### src/rtl/alu_pkg.sv
`default_nettype none
// ============================================================================
// Module   : alu_pkg
// Brief    : Opcodes, flag bit positions and FSM encoding shared by the ALU.
// Revision : 1.0
// ============================================================================
package alu_pkg;

    localparam int OP_W   = 5;
    localparam int FLAG_W = 5;

    localparam logic [OP_W-1:0] OP_ADD  = 5'd0;
    localparam logic [OP_W-1:0] OP_SUB  = 5'd1;
    localparam logic [OP_W-1:0] OP_CMP  = 5'd2;
    localparam logic [OP_W-1:0] OP_AND  = 5'd3;
    localparam logic [OP_W-1:0] OP_OR   = 5'd4;
    localparam logic [OP_W-1:0] OP_XOR  = 5'd5;
    localparam logic [OP_W-1:0] OP_NOT  = 5'd6;
    localparam logic [OP_W-1:0] OP_LSH  = 5'd7;
    localparam logic [OP_W-1:0] OP_RSH  = 5'd8;
    localparam logic [OP_W-1:0] OP_ARSH = 5'd9;
    localparam logic [OP_W-1:0] OP_MUL  = 5'd10;
    localparam logic [OP_W-1:0] OP_ADDC = 5'd11;

    localparam int FLAG_C = 0;
    localparam int FLAG_L = 1;
    localparam int FLAG_F = 2;
    localparam int FLAG_Z = 3;
    localparam int FLAG_N = 4;

    typedef enum logic [1:0] {
        ST_IDLE = 2'd0,
        ST_EXEC = 2'd1,
        ST_DONE = 2'd2
    } state_t;

    function automatic logic is_shift(input logic [OP_W-1:0] op);
        return (op == OP_LSH) || (op == OP_RSH) || (op == OP_ARSH);
    endfunction

endpackage
`default_nettype wire

### src/rtl/alu_comb.sv
`default_nettype none
// ============================================================================
// Module   : alu_comb
// Brief    : Single-cycle arithmetic, compare and logic results plus flags.
// Revision : 1.0
// ============================================================================
module alu_comb
    import alu_pkg::*;
#(
    parameter int WIDTH = 16
) (
    input  logic [OP_W-1:0]  op_i,
    input  logic [WIDTH-1:0] a_i,
    input  logic [WIDTH-1:0] b_i,
    input  logic             cin_i,
    output logic [WIDTH-1:0] res_o,
    output logic             wr_res_o,
    output logic             wr_cf_o,
    output logic             wr_lzn_o,
    output logic             c_o,
    output logic             f_o,
    output logic             l_o,
    output logic             z_o,
    output logic             n_o
);

    logic [WIDTH:0]   w_sum;
    logic [WIDTH-1:0] w_b_eff;
    logic             w_cin_eff;

    // One adder serves ADD, ADDC and SUB; SUB feeds the inverted operand.
    always_comb begin
        w_b_eff   = (op_i == OP_SUB) ? ~b_i : b_i;
        w_cin_eff = 1'b0;
        if (op_i == OP_SUB) begin
            w_cin_eff = 1'b1;
        end else if (op_i == OP_ADDC) begin
            w_cin_eff = cin_i;
        end
        w_sum = {1'b0, a_i} + {1'b0, w_b_eff} + {{WIDTH{1'b0}}, w_cin_eff};
    end

    assign c_o = w_sum[WIDTH];
    assign f_o = (a_i[WIDTH-1] == w_b_eff[WIDTH-1]) && (w_sum[WIDTH-1] != a_i[WIDTH-1]);
    assign l_o = (a_i < b_i);
    assign z_o = (a_i == b_i);
    assign n_o = ($signed(a_i) < $signed(b_i));

    always_comb begin
        res_o    = '0;
        wr_res_o = 1'b1;
        wr_cf_o  = 1'b0;
        wr_lzn_o = 1'b0;
        case (op_i)
            OP_ADD, OP_SUB, OP_ADDC: begin
                res_o    = w_sum[WIDTH-1:0];
                wr_cf_o  = 1'b1;
                wr_lzn_o = 1'b1;
            end
            OP_CMP: begin
                wr_res_o = 1'b0;
                wr_lzn_o = 1'b1;
            end
            OP_AND:  res_o = a_i & b_i;
            OP_OR:   res_o = a_i | b_i;
            OP_XOR:  res_o = a_i ^ b_i;
            OP_NOT:  res_o = ~b_i;
            // Only reached here with a zero shift amount.
            OP_LSH, OP_RSH, OP_ARSH: res_o = a_i;
            default: res_o = '0;
        endcase
    end

endmodule
`default_nettype wire

### src/rtl/alu_seq.sv
`default_nettype none
// ============================================================================
// Module   : alu_seq
// Brief    : Sequential ALU: handshake FSM, bit-serial shifter, shift-add MUL.
// Revision : 1.0
// ============================================================================
module alu_seq
    import alu_pkg::*;
#(
    parameter int WIDTH = 16
) (
    input  logic              clk,
    input  logic              reset,
    input  logic              in_valid,
    output logic              in_ready,
    input  logic [OP_W-1:0]   op,
    input  logic [WIDTH-1:0]  rdest,
    input  logic [WIDTH-1:0]  rsrc,
    output logic              out_valid,
    input  logic              out_ready,
    output logic [WIDTH-1:0]  result,
    output logic [FLAG_W-1:0] flags
);

    localparam int SHW = $clog2(WIDTH);
    localparam int CW  = SHW + 1;

    state_t              state_q, state_d;
    logic [OP_W-1:0]     op_q, op_d;
    logic [WIDTH-1:0]    work_q, work_d;
    logic [WIDTH-1:0]    aux_q, aux_d;
    logic [WIDTH-1:0]    acc_q, acc_d;
    logic [CW-1:0]       cnt_q, cnt_d;
    logic [WIDTH-1:0]    result_q, result_d;
    logic [FLAG_W-1:0]   flags_q, flags_d;

    logic [SHW-1:0]      w_amt;
    logic [WIDTH-1:0]    w_shift;
    logic [WIDTH-1:0]    w_acc;
    logic [WIDTH-1:0]    w_alu_res;
    logic                w_wr_res, w_wr_cf, w_wr_lzn;
    logic                w_c, w_f, w_l, w_z, w_n;

    assign w_amt = rsrc[SHW-1:0];

    alu_comb #(
        .WIDTH    (WIDTH)
    ) u_alu_comb (
        .op_i     (op),
        .a_i      (rdest),
        .b_i      (rsrc),
        .cin_i    (flags_q[FLAG_C]),
        .res_o    (w_alu_res),
        .wr_res_o (w_wr_res),
        .wr_cf_o  (w_wr_cf),
        .wr_lzn_o (w_wr_lzn),
        .c_o      (w_c),
        .f_o      (w_f),
        .l_o      (w_l),
        .z_o      (w_z),
        .n_o      (w_n)
    );

    // work_q holds the value being shifted, or the multiplicand for MUL.
    always_comb begin
        case (op_q)
            OP_LSH:  w_shift = {work_q[WIDTH-2:0], 1'b0};
            OP_RSH:  w_shift = {1'b0, work_q[WIDTH-1:1]};
            default: w_shift = {work_q[WIDTH-1], work_q[WIDTH-1:1]};
        endcase
        w_acc = acc_q + (aux_q[0] ? work_q : {WIDTH{1'b0}});
    end

    always_comb begin
        state_d  = state_q;
        op_d     = op_q;
        work_d   = work_q;
        aux_d    = aux_q;
        acc_d    = acc_q;
        cnt_d    = cnt_q;
        result_d = result_q;
        flags_d  = flags_q;
        case (state_q)
            ST_IDLE: begin
                if (in_valid) begin
                    op_d = op;
                    if (is_shift(op) && (w_amt != '0)) begin
                        work_d  = rdest;
                        cnt_d   = {1'b0, w_amt};
                        state_d = ST_EXEC;
                    end else if (op == OP_MUL) begin
                        work_d  = rdest;
                        aux_d   = rsrc;
                        acc_d   = '0;
                        cnt_d   = CW'(WIDTH);
                        state_d = ST_EXEC;
                    end else begin
                        if (w_wr_res) begin
                            result_d = w_alu_res;
                        end
                        if (w_wr_cf) begin
                            flags_d[FLAG_C] = w_c;
                            flags_d[FLAG_F] = w_f;
                        end
                        if (w_wr_lzn) begin
                            flags_d[FLAG_L] = w_l;
                            flags_d[FLAG_Z] = w_z;
                            flags_d[FLAG_N] = w_n;
                        end
                        state_d = ST_DONE;
                    end
                end
            end
            ST_EXEC: begin
                cnt_d = cnt_q - CW'(1);
                if (op_q == OP_MUL) begin
                    work_d = {work_q[WIDTH-2:0], 1'b0};
                    aux_d  = {1'b0, aux_q[WIDTH-1:1]};
                    acc_d  = w_acc;
                end else begin
                    work_d = w_shift;
                end
                if (cnt_q == CW'(1)) begin
                    result_d = (op_q == OP_MUL) ? w_acc : w_shift;
                    state_d  = ST_DONE;
                end
            end
            ST_DONE: begin
                if (out_ready) begin
                    state_d = ST_IDLE;
                end
            end
            default: state_d = ST_IDLE;
        endcase
    end

    always_ff @(posedge clk) begin
        if (reset) begin
            state_q  <= ST_IDLE;
            op_q     <= OP_ADD;
            work_q   <= '0;
            aux_q    <= '0;
            acc_q    <= '0;
            cnt_q    <= '0;
            result_q <= '0;
            flags_q  <= '0;
        end else begin
            state_q  <= state_d;
            op_q     <= op_d;
            work_q   <= work_d;
            aux_q    <= aux_d;
            acc_q    <= acc_d;
            cnt_q    <= cnt_d;
            result_q <= result_d;
            flags_q  <= flags_d;
        end
    end

    assign in_ready  = (state_q == ST_IDLE);
    assign out_valid = (state_q == ST_DONE);
    assign result    = result_q;
    assign flags     = flags_q;

endmodule
`default_nettype wire

### config.mk
export PLATFORM = sky130hd
export DESIGN_NAME = alu_seq
export DESIGN_NICKNAME = d
export VERILOG_FILES = /design/src/rtl/alu_pkg.sv /design/src/rtl/alu_comb.sv /design/src/rtl/alu_seq.sv
export SDC_FILE = /design/constraint.sdc
export NUM_CORES = 1
export LEC_CHECK = 0
export CAP_MARGIN = 40
export CORE_ASPECT_RATIO = 2
export CORE_MARGIN = 2
export CORE_UTILIZATION = 60
export DETAILED_ROUTE_END_ITERATION = 8
export GPL_TIMING_DRIVEN = 0
export PLACE_DENSITY = 0.8
export SETUP_SLACK_MARGIN = 0.05
export SKIP_LAST_GASP = 1
export SYNTH_ARGS = -nofsm -noshare
export SYNTH_HDL_FRONTEND = slang
export SYNTH_HIERARCHICAL = 1
export SYNTH_SLANG_ARGS = --single-unit
### constraint.sdc
create_clock -name clk -period 4.7 [get_ports clk]
set_input_delay 1.175 -clock clk [delete_from_list [all_inputs] [get_ports clk]]
set_output_delay 1.175 -clock clk [all_outputs]
set_load 0.05 [all_outputs]
==> metrics.txt <==
share of the synthesized area in the top cell type about 22%; Gate power share about 28%; Ys Warns 6; busiest grt layer met2; area grow syn2layout 15.7%; sequential share of power between 30% and 40%; 1st-iter DRT viols just over 600; syn_area_per_cell 7.59 µm²; DR vias/cell around 6.6; Layout Nets about 1,200; worst-case clock buffer depth 2; Storage cell area ~1600 µm²; delay-heaviest family, CP compound AO/OA/AOI/OAI gates; CP Capture Type register; asr flop ratio synth 0%; share of layout cells above drive strength 1 under 10%; TritonCTS clock tree done; top-level I/O count 64; CP bufs+invs 4; Finished Cell Area roughly 8500 µm²; RSZ-0062 raised after global routing true; CP Class input pin to register; worst skew pair latency between 0.3 and 0.4 ns; fin crit share a little over nine tenths; Post-synth top flop dfxtp_1; fillcell total 1,074; area leader, netlist dfxtp_1; HP Class register to register; P per Cell Area between 200 and 250 nW/µm²; final hold viol count 0; Synth Register Bits 81; pin count of the biggest net entering global routing 16; min Tclk post-route between 4 and 5 ns; CTS H-Tree Depth 3; Initial Util between 60% and 70%; Die ar. approximately 13,000 µm²; Worst setup SP type input pin; Final ANT Viol Nets 0; CTS buffer count 9; max-cap violations 0; Worst slew margin 43.9%; Final Max Slew Viols 0; First-pass DRT Iterations 7; Clock Sinks a little over 80; Max Fclk 219 MHz; Post-DP Area a little over 8000 µm²; met2 Resource Use GR roughly 68%; Top cell by count, worst path nor3_2; Seq/Total Area, Yosys ~22%; status finished clean; # setup viols final 0; most common library cells after synthesis nand2_1, nor2_1, a21oi_1, dfxtp_1, ha_1; met1 usage 39.4%; top post-synthesis cells by area dfxtp_1, ha_1, nand2_1; Synth Instances 966; DRC 0; number of antenna violations at the first check in global routing 0; Post-Syn Area ~7300 µm²; Pleak between 3 and 4 nW; port bufs 63; Peak VDD IR ~0.00022 V; GRT Overall Usage between 30% and 40%; routed length per instance between 20 and 25 µm; Cell variety after synth 78; GR Util met3 approximately 7%; worst path arrival time 4.77 ns; Die Wd between 80 and 90 µm; WP data required between 4 and 5 ns; CP cell instances dlygate4sd2_1 -> nor3_2 -> nand3b_1 -> buf_6 -> buf_8 -> xnor2_2 -> fa_2 -> inv_1 -> fa_1 -> nand2b_1 -> a21oi_2 -> o21a_2 -> o22ai_1 -> xor2_1 -> o21ai_2 -> nor2_1 -> nor3_2 -> a221oi_2 -> a211oi_1; Sw Share between 30% and 40%; Post-Syn Nets roughly 1,100; diodes inserted 0; Final Power 1.95 mW; vias in the first global route 7,768; Slew @ Worst Pin 0.842 ns; clk root buf clkbuf_16; CORE AREA between 10,000 and 15,000 µm²; crit path max fanout 10; Clock Power Share a little over a third; CP max stage cell fa_1; Clock Pin Slew Worst Setup and Hold Paths roughly 0.070 ns; grt ovf 0; Sw Pwr 0.678 mW; Routed WL approximately 25,000 µm; gpl congestion a little over 1; DIE HEIGHT approximately 160 µm; Internal approximately 1.3 mW; Multi-input gate area about 5300 µm²; number of synthesized flops with an enable pin 0; first-pass GRT wire length 39,600 µm; total number of vias ~8,000; highest cell delay on the worst timing path approximately 0.39 ns; post-detail-place hpwl slightly below 20,000 µm; Util after Layout between 70 and 80%; FP Rows 57; Clock Skews ~0.0090 ns
[power groups by stage]
| stage | clock network, mW | logic [mW] | registers [mW] |
|---|---|---|---|
| CTS | 0.680 | 0.526 | 0.729 |
| global placement | 0 | 0.517 | 0.744 |
| floorplan | 0 | 0.295 | 0.783 |
| global route | 0.705 | 0.579 | 0.732 |
| finish | 0.683 | 0.539 | 0.730 |
| detailed placement | 0 | 0.521 | 0.745 |
[final timing paths]
| check | slack, ns | endpoint | cells after the start | from |
|---|---|---|---|---|
| setup reg to reg | 1.30 | result[14]$_SDFFE_PP0P_ | 9 | aux_q[0]$_SDFFE_PP0P_ |
| hold reg to reg | 0.46 | flags[2]$_SDFFE_PP0P_ | 2 | flags[2]$_SDFFE_PP0P_ |
| setup / recovery | 0.13 | result[14]$_SDFFE_PP0P_ | 19 | op[2] |
| hold / removal | 0.46 | flags[2]$_SDFFE_PP0P_ | 2 | flags[2]$_SDFFE_PP0P_ |
[sequential cells by signal, indices dropped and copies added, names as in the netlist]
signal   count
op_q         5
flags        5
state_q      2
work_q      16
aux_q       16
cnt_q        5
acc_q       16
result      16
[cell usage in the layout, fill, tap and decap left out, types with 26 or more instances in the layout]
master           netlist  final
a21oi_1               82     81
dfxtp_1               81     81
nand2_1              118    118
xnor2_1               27     26
nand3_1               28     28
nor2_1               118    118
clkdlybuf4s50_1        0     58
ha_1                  80     80
a311oi_1              28     28
a211oi_1              26     26
inv_1                 49     49
[worst min-delay path, delay by kind of cell, from the launching register on]
family | cells | cell delay [ns]
AND/OR/NAND/NOR | 1 | 0.05
flip-flops | 1 | 0.31
AO/OA/AOI/OAI | 1 | 0.05
[final cells by class]
cell class / instances / area share (%)
Inverter: 49 / 2.17
Clock buffer: 9 / 2.65
Multi-Input combinational cell: 780 / 62.5
Sequential cell: 81 / 19.1
Tap cell: 147 / 2.17
Buffer: 56 / 3.36
Clock inverter: 7 / 0.634
Timing Repair Buffer: 64 / 7.40
[repair_timing]
item	in CTS	in global routing
setup endpoints to repair	11	3
buffers inserted	0	1
pin swaps	1	3
hold buffers	0	0
cloned	0	0
resized for setup	18	5
[through the flow]
| step | instances | setup TNS [ns] | hold slack (ns) | setup slack [ns] |
|---|---|---|---|---|
| floorplan | 966 | 0 | 0.441 | 0.469 |
| global placement | 1176 | -6.63 | 0.442 | -1.01 |
| detailed placement | 1176 | -7.07 | 0.454 | -1.03 |
| CTS | 1192 | 0 | 0.463 | 0.0821 |
| global route | 1193 | -0.0449 | 0.483 | -0.0449 |
| finish | 1193 | 0 | 0.460 | 0.128 |
[cells by family after synthesis]
kind of cell             Yosys count  share of synthesized area (%)
AND/OR/NAND/NOR                  352                           22.3
AO/OA/AOI/OAI                    290                           28.0
buffers and inverters            105                           6.13
adder cells (fa/ha/maj)           83                           14.5
flip-flops                        81                           22.1
XOR/XNOR                          35                           4.18
multiplexers                      20                           2.82
[metal layers]
layer	vias to the layer above	part of all wire [%]
met3	157	6.0
met4	0	9.9
met2	392	51
met1	3646	33
li1	3662	-
met5	-	0
(Power assumes the default switching activity.)
